**src/rtl/alu_arb_pkg.sv**
```systemverilog
// Shared opcode constants, request record and FSM state type for the
// two-requester ALU arbiter.
package alu_arb_pkg;

  localparam logic [2:0] ALU_AND = 3'b000;
  localparam logic [2:0] ALU_OR  = 3'b001;
  localparam logic [2:0] ALU_ADD = 3'b010;
  localparam logic [2:0] ALU_SUB = 3'b110;
  localparam logic [2:0] ALU_MUL = 3'b101;
  localparam logic [2:0] ALU_SLT = 3'b111;

  typedef struct packed {
    logic [31:0] srca;
    logic [31:0] srcb;
    logic [2:0]  alucontrol;
  } alu_req_t;

  typedef enum logic {
    ST_IDLE = 1'b0,
    ST_HOLD = 1'b1
  } arb_state_e;

endpackage

```
**src/rtl/alu.sv**
```systemverilog
// Combinational 32-bit ALU; unknown opcodes yield 0, SLT is unsigned.
module alu
  import alu_arb_pkg::*;
(
  input  logic [31:0] srca,
  input  logic [31:0] srcb,
  input  logic [2:0]  alucontrol,
  output logic [31:0] aluout,
  output logic        zero
);

  always_comb begin
    aluout = '0;
    case (alucontrol)
      ALU_AND: aluout = srca & srcb;
      ALU_OR:  aluout = srca | srcb;
      ALU_ADD: aluout = srca + srcb;
      ALU_SUB: aluout = srca - srcb;
      ALU_MUL: aluout = srca * srcb;
      ALU_SLT: aluout = {31'b0, (srca < srcb)};
      default: aluout = '0;
    endcase
  end

  assign zero = (aluout == '0);

endmodule

```
**src/rtl/alu_arbiter.sv**
```systemverilog
// Two-requester arbiter in front of a single ALU with a one-entry result hold.
// Define ALU_ARB_FIXED_PRIO_EN for fixed priority (requester 0 wins ties).
module alu_arbiter
  import alu_arb_pkg::*;
#(
  parameter bit RR_INIT = 1'b1
) (
  input  logic        clk,
  input  logic        reset_n,
  input  logic        req0_valid,
  output logic        req0_ready,
  input  logic [31:0] req0_srca,
  input  logic [31:0] req0_srcb,
  input  logic [2:0]  req0_alucontrol,
  input  logic        req1_valid,
  output logic        req1_ready,
  input  logic [31:0] req1_srca,
  input  logic [31:0] req1_srcb,
  input  logic [2:0]  req1_alucontrol,
  output logic        rsp_valid,
  input  logic        rsp_ready,
  output logic        rsp_id,
  output logic [31:0] rsp_aluout,
  output logic        rsp_zero
);

  arb_state_e state_q;
  alu_req_t   op_q;
  alu_req_t   req_d;
  logic       rsp_valid_q;
  logic       rsp_id_q;
  logic       accept_en;
  logic       grant_id;
  logic       accept;

`ifndef ALU_ARB_FIXED_PRIO_EN
  logic       ptr_q;
`endif

  assign accept_en = (state_q == ST_IDLE) || rsp_ready;

  always_comb begin
    grant_id = 1'b0;
    if (req0_valid && req1_valid) begin
`ifdef ALU_ARB_FIXED_PRIO_EN
      grant_id = 1'b0;
`else
      // Tie goes to whichever requester was not granted last.
      grant_id = ~ptr_q;
`endif
    end else if (req1_valid) begin
      grant_id = 1'b1;
    end
  end

  assign accept     = accept_en && (req0_valid || req1_valid);
  assign req0_ready = accept && !grant_id;
  assign req1_ready = accept &&  grant_id;

  always_comb begin
    req_d = grant_id ? '{srca: req1_srca, srcb: req1_srcb, alucontrol: req1_alucontrol}
                     : '{srca: req0_srca, srcb: req0_srcb, alucontrol: req0_alucontrol};
  end

  always_ff @(posedge clk or negedge reset_n) begin
    if (!reset_n) begin
      state_q     <= ST_IDLE;
      op_q        <= '0;
      rsp_valid_q <= 1'b0;
      rsp_id_q    <= 1'b0;
`ifndef ALU_ARB_FIXED_PRIO_EN
      ptr_q       <= RR_INIT;
`endif
    end else begin
      case (state_q)
        ST_IDLE: begin
          if (accept) begin
            state_q     <= ST_HOLD;
            rsp_valid_q <= 1'b1;
          end
        end
        ST_HOLD: begin
          if (rsp_ready && !accept) begin
            state_q     <= ST_IDLE;
            rsp_valid_q <= 1'b0;
          end
        end
        default: begin
          state_q     <= ST_IDLE;
          rsp_valid_q <= 1'b0;
        end
      endcase
      if (accept) begin
        op_q     <= req_d;
        rsp_id_q <= grant_id;
`ifndef ALU_ARB_FIXED_PRIO_EN
        ptr_q    <= grant_id;
`endif
      end
    end
  end

  assign rsp_valid = rsp_valid_q;
  assign rsp_id    = rsp_id_q;

  alu u_alu (
    .srca       (op_q.srca),
    .srcb       (op_q.srcb),
    .alucontrol (op_q.alucontrol),
    .aluout     (rsp_aluout),
    .zero       (rsp_zero)
  );

endmodule
```
**config.mk**
```make
export PLATFORM = sky130hd
export DESIGN_NAME = alu_arbiter
export DESIGN_NICKNAME = d
export VERILOG_FILES = /design/src/rtl/alu_arb_pkg.sv /design/src/rtl/alu.sv /design/src/rtl/alu_arbiter.sv
export SDC_FILE = /design/constraint.sdc
export NUM_CORES = 2
export LEC_CHECK = 0
export CAP_MARGIN = 5
export CORE_MARGIN = 2
export CORE_UTILIZATION = 40
export CTS_BUF_LIST = sky130_fd_sc_hd__clkbuf_16
export DETAILED_ROUTE_END_ITERATION = 8
export GPL_TIMING_DRIVEN = 0
export PLACE_DENSITY = 0.66
export RECOVER_POWER = 25
export REMOVE_ABC_BUFFERS = 1
export SYNTH_ARGS = -nofsm -noshare
export SYNTH_HDL_FRONTEND = slang
export SYNTH_SLANG_ARGS = --single-unit
export TNS_END_PERCENT = 100
```
**constraint.sdc**
```tcl
create_clock -name clk -period 30.7 [get_ports clk]
set_input_delay 9.21 -clock clk [delete_from_list [all_inputs] [get_ports clk]]
set_output_delay 9.21 -clock clk [all_outputs]
set_load 0.01 [all_outputs]
```
# --- Word-level counts from Yosys, hierarchy flattened ---
# Cells that the tools add are included.
op_classes:
  n_addsub: 2
  mul: 1
  order_cmp: 1
  eq_ne: 7
  n_mux: 10
  bitwise: 4
  n_reduce_logical: 12
ops:
  columns: ["operator", "n"]
  rows:
  - ["32-bit case mux with 6 select lines", 1]
  - ["67-bit two-way mux", 1]
  - ["32-bit adder", 1]
  - ["32-bit bitwise AND", 1]
  - ["32-bit logical NOT", 1]
  - ["32-bit less-than comparator", 1]
  - ["32-bit by 32-bit multiplier with 32-bit output", 1]
  - ["32-bit OR", 1]
  - ["32-bit subtractor", 1]
  - ["3-bit == test, second input constant", 3]
  - ["1-bit two-way mux", 6]
  - ["1-bit logical AND", 5]
  - ["1-bit case mux with 2 select lines", 2]
  - ["3-bit by 1-bit == test with 1-bit output, second input constant", 1]
  - ["3-bit by 2-bit == test with 1-bit output, second input constant", 1]
  - ["3-bit logical NOT", 1]
  - ["1-bit logical NOT", 2]
  - ["1-bit logical OR", 2]
  - ["2-bit by 1-bit != test with 1-bit output, second input constant", 1]
  - ["2-bit != test, second input constant", 1]
  - ["1-bit inverter", 2]
  - ["2-bit AND reduction", 1]
word_totals:
  register_bits: 71
  in_bits: 139
  out_inout_bits: 37
  wordCells: 44

# --- Longest topological paths before layout ---
logic_depth:
  depth_word: 7
  ltp_mapped: 32
  ltp_nobuf: 29

# --- By module ---
# From an unflattened synthesis, not the netlist that was laid out.
unflattened:
  cells_unflattened: 2775
  area_unflattened_um2: 23418.7
by_module_without_submodules:
  columns: ["mod", "n_inst", "cells_per_inst", "area_each_um2", "seq_area_each_um2"]
  rows:
  - ["alu", 1, 2526, 20308.2, 0.0]
  - ["alu_arbiter", 1, 249, 3110.5, 1778.0]

# --- Worst setup path after synthesis ---
# OpenSTA, ideal clock, no wires.
synth_timing:
  kind: "input port to output port"
  startpoint: "input port rsp_ready"
  endpoint: "output port req0_ready"
  arrival_ns: 10.043
  t_required_ns: 21.490
  setup_slack_ns: 11.447
  stages: 4
  n_path_buf: 1
  cell_sequence: "nand2b_1 > o21ai_1 > a21oi_1 > clkbuf_1"
synth_between:
  elab_chain_cells: 3
synth_rtl:
  columns: ["element", "line_no", "source"]
  rows:
  - ["start: declaration", "alu_arbiter.sv:21", "input logic rsp_ready,"]
  - ["1-bit logical OR", "alu_arbiter.sv:40", "assign accept_en = (state_q == ST_IDLE) || rsp_ready;"]
  - ["1-bit logical AND", "alu_arbiter.sv:56", "assign accept = accept_en && (req0_valid || req1_valid);"]
  - ["1-bit logical AND", "alu_arbiter.sv:57", "assign req0_ready = accept && !grant_id;"]
  - ["end: declaration", "alu_arbiter.sv:11", "output logic req0_ready,"]
# Every way passes these cells.

# --- Worst setup path after layout ---
# Ends and elaborated chain as after synthesis.

==> results.ini <==
[global_route]
grt_pass1_vias = 21077
grt_first_pass_wirelength_mm = 129
grtUsageTotal = 0.289
antenna_found_initial = 1
grt_max_degree = 58
grt_overflow = 0

[final_layout]
nFillCells = 5622
area_delta_synth_final_pct = 11.7
nets = 3575
multiInputGateArea_mm2 = 0.0186
drive_gt1_frac = 0.0235
sequential_cell_area_mm2 = 0.00178

[yosys]
post-synth-top-count-cell = inv_1
synth_ff_type = dfrtp_1
yosys.cell_types.count = 93
ys_seq_area_frac = 0.0769
synth-edff-count = 0
synth_top_cells_by_count = 540 x inv_1, 410 x fa_1, 372 x nor2_1
yosysTopAreaCell = fa_1
async_flop_share = 1.00
netlist_top_cells_area = fa_1 36%, ha_1 12%, inv_1 8.8%
syn_inst = 2756
synth_seq_cells = 71
yosys_warnings = 0
avgSynthCellArea_um2 = 8.38
syn_area_mm2 = 0.0231
synth_top_cell_area_share = 0.355

[clock_tree]
cts_buffer_depth = 2
cts_tree = yes
path_clk_slew_ps = 60
cts-resized-gates = 0
post_cts_buffers = 0
htree_num_levels = 3
clkSinkCount = 71
root_buffer = clkbuf_16
cts_buffers = 9
clk_latency_ps = 350
cts_hold_buf = 0

[flow_run]
cap_violations = 1

[floorplan]
initial_core_util = 0.403
fp.dieH_um = 244
die-area_mm2 = 0.0597
io_pins = 176
design.core.area_mm2 = 0.0574
std_cell_rows = 88
fp.dieW_um = 244

[timing]
drv_slew = 58
min_period_over_period = 0.686
worstMarginPinSlew_ps = 3130
fin_setup_tns_ps = 0
rsz0062_at_grt = no
fin_skew_ps = 12.0
max_slew_margin = -1.09
finalCriticalPeriod_ps = 21050
final-setup-viol-count = 0
fmax_mhz = 47.5
fin_ws_ps = 9650
hold_violations = 0

[detailed_routing]
drtIter0Drc = 2055
routed_via_density = 5.70
detail_route.wl_per_cell_um = 23.7
drt_pass1_iterations = 8
drc = 0
ant_nets = 0
postRouteWirelength_mm = 84.7
vias = 20402

[placement]
port_buffers = 175
place_congestion = 0.993
hpwl_mm = 65.4
place_ws_ps = 9660

[run_status]
outcome = finished with violations
violations = max-capacitance violations, max-slew violations

[critical_path]
cp_max_fo = 36
critPathLaunchType = input pin
worstSetupPathType = input pin to output pin
crit_required_ps = 21490
crit_arrival_ps = 11840
end_kind = output pin

[worst_hold_path]
min_path_type = flip-flop to flip-flop

-- critical path, stage by stage --
cell	delay, ps
clkdlybuf4s50_1	470
nand2b_1	180
o21ai_4	280
a21oi_4	810
buf_12	280
clkdlybuf4s50_1	570
-- final timing paths --
path / from / to / slack, ps / cells after the start
setup / recovery: rsp_ready / req0_ready / 9650 / 6
hold / removal: rsp_id / rsp_id / 490 / 1
setup reg to reg: state_q / op_q[13] / 28450 / 6
hold reg to reg: rsp_id / rsp_id / 490 / 1
max in group asynchronous: reset_n / op_q[0] / 18080 / 2
min in group asynchronous: reset_n / op_q[48] / 8930 / 1
-- per-layer routing --
layer	track usage	part of all wire
met3	0.0578	0.10
met1	0.372	0.39
met2	0.471	0.46
met4	0.130	0.051
met5	0	0
-- flip-flops by register name (all words and copies together) (netlist names) --
register,cells
op_q,67
rsp_valid,1
state_q,1
ptr_q,1
rsp_id,1
-- stage by stage --
stage	util	std cells	instance area, um^2	hold WS [ps]
after floorplan	-	2609	22500	490
after global placement	0.439	3549	25200	466
after detailed placement	0.444	3559	25500	476
after CTS	0.449	3575	25800	495
after global routing	0.450	3577	25800	536
final	0.450	3578	25800	493
-- placed cells by master (no fill, tap or decap), drive strengths merged, types with 5 or more instances in the layout --
master and count:
inv 549, fa 410, nor2 374, nand2 273, ha 219, clkdlybuf4s50 174, xnor2 83, a21oi 80
o21ai 72, dfrtp 70, a222oi 67, xor2 26, nor3 25, a21o 24, mux2i 19, nor2b 17
o21a 17, clkinv 17, nand3 16, a211oi 16, nand2b 15, o22ai 15, o211ai 14, a31oi 14
or3 13, nor4 12, a311oi 11, a22oi 11, clkbuf 11, buf 11, nand4 9, and3 9
o31ai 9, a221o 8, nor3b 7, o21bai 7, and2 6, a2111oi 6, or2 6, a211o 5
-- kinds of logic (layout without fill, tap and decap cells) --
family	count (synthesis)	count (layout)	synth area share
DFF	71	71	0.0769
xor gates and xnor gates	109	109	0.0413
muxes	22	22	0.00969
and+or+nand+nor	795	795	0.147
adders and majority gates	629	629	0.474
other	0	1	0
AOI/OAI and AO/OA	423	423	0.134
buffers and inverters	707	763	0.117
-- cell type report --
| type | instances | area share |
|---|---|---|
| Antenna cell | 1 | 0.0000970 |
| Clock buffer | 9 | 0.00873 |
| Clock inverter | 7 | 0.00286 |
| Inverter | 560 | 0.0815 |
| Multi-Input combinational cell | 1978 | 0.723 |
| Sequential cell | 71 | 0.0690 |
| Tap cell | 765 | 0.0371 |
| Timing Repair Buffer | 187 | 0.0781 |
Power is not shown: default switching activity piles up to over one toggle a cycle in this logic, so the estimate is an artifact.
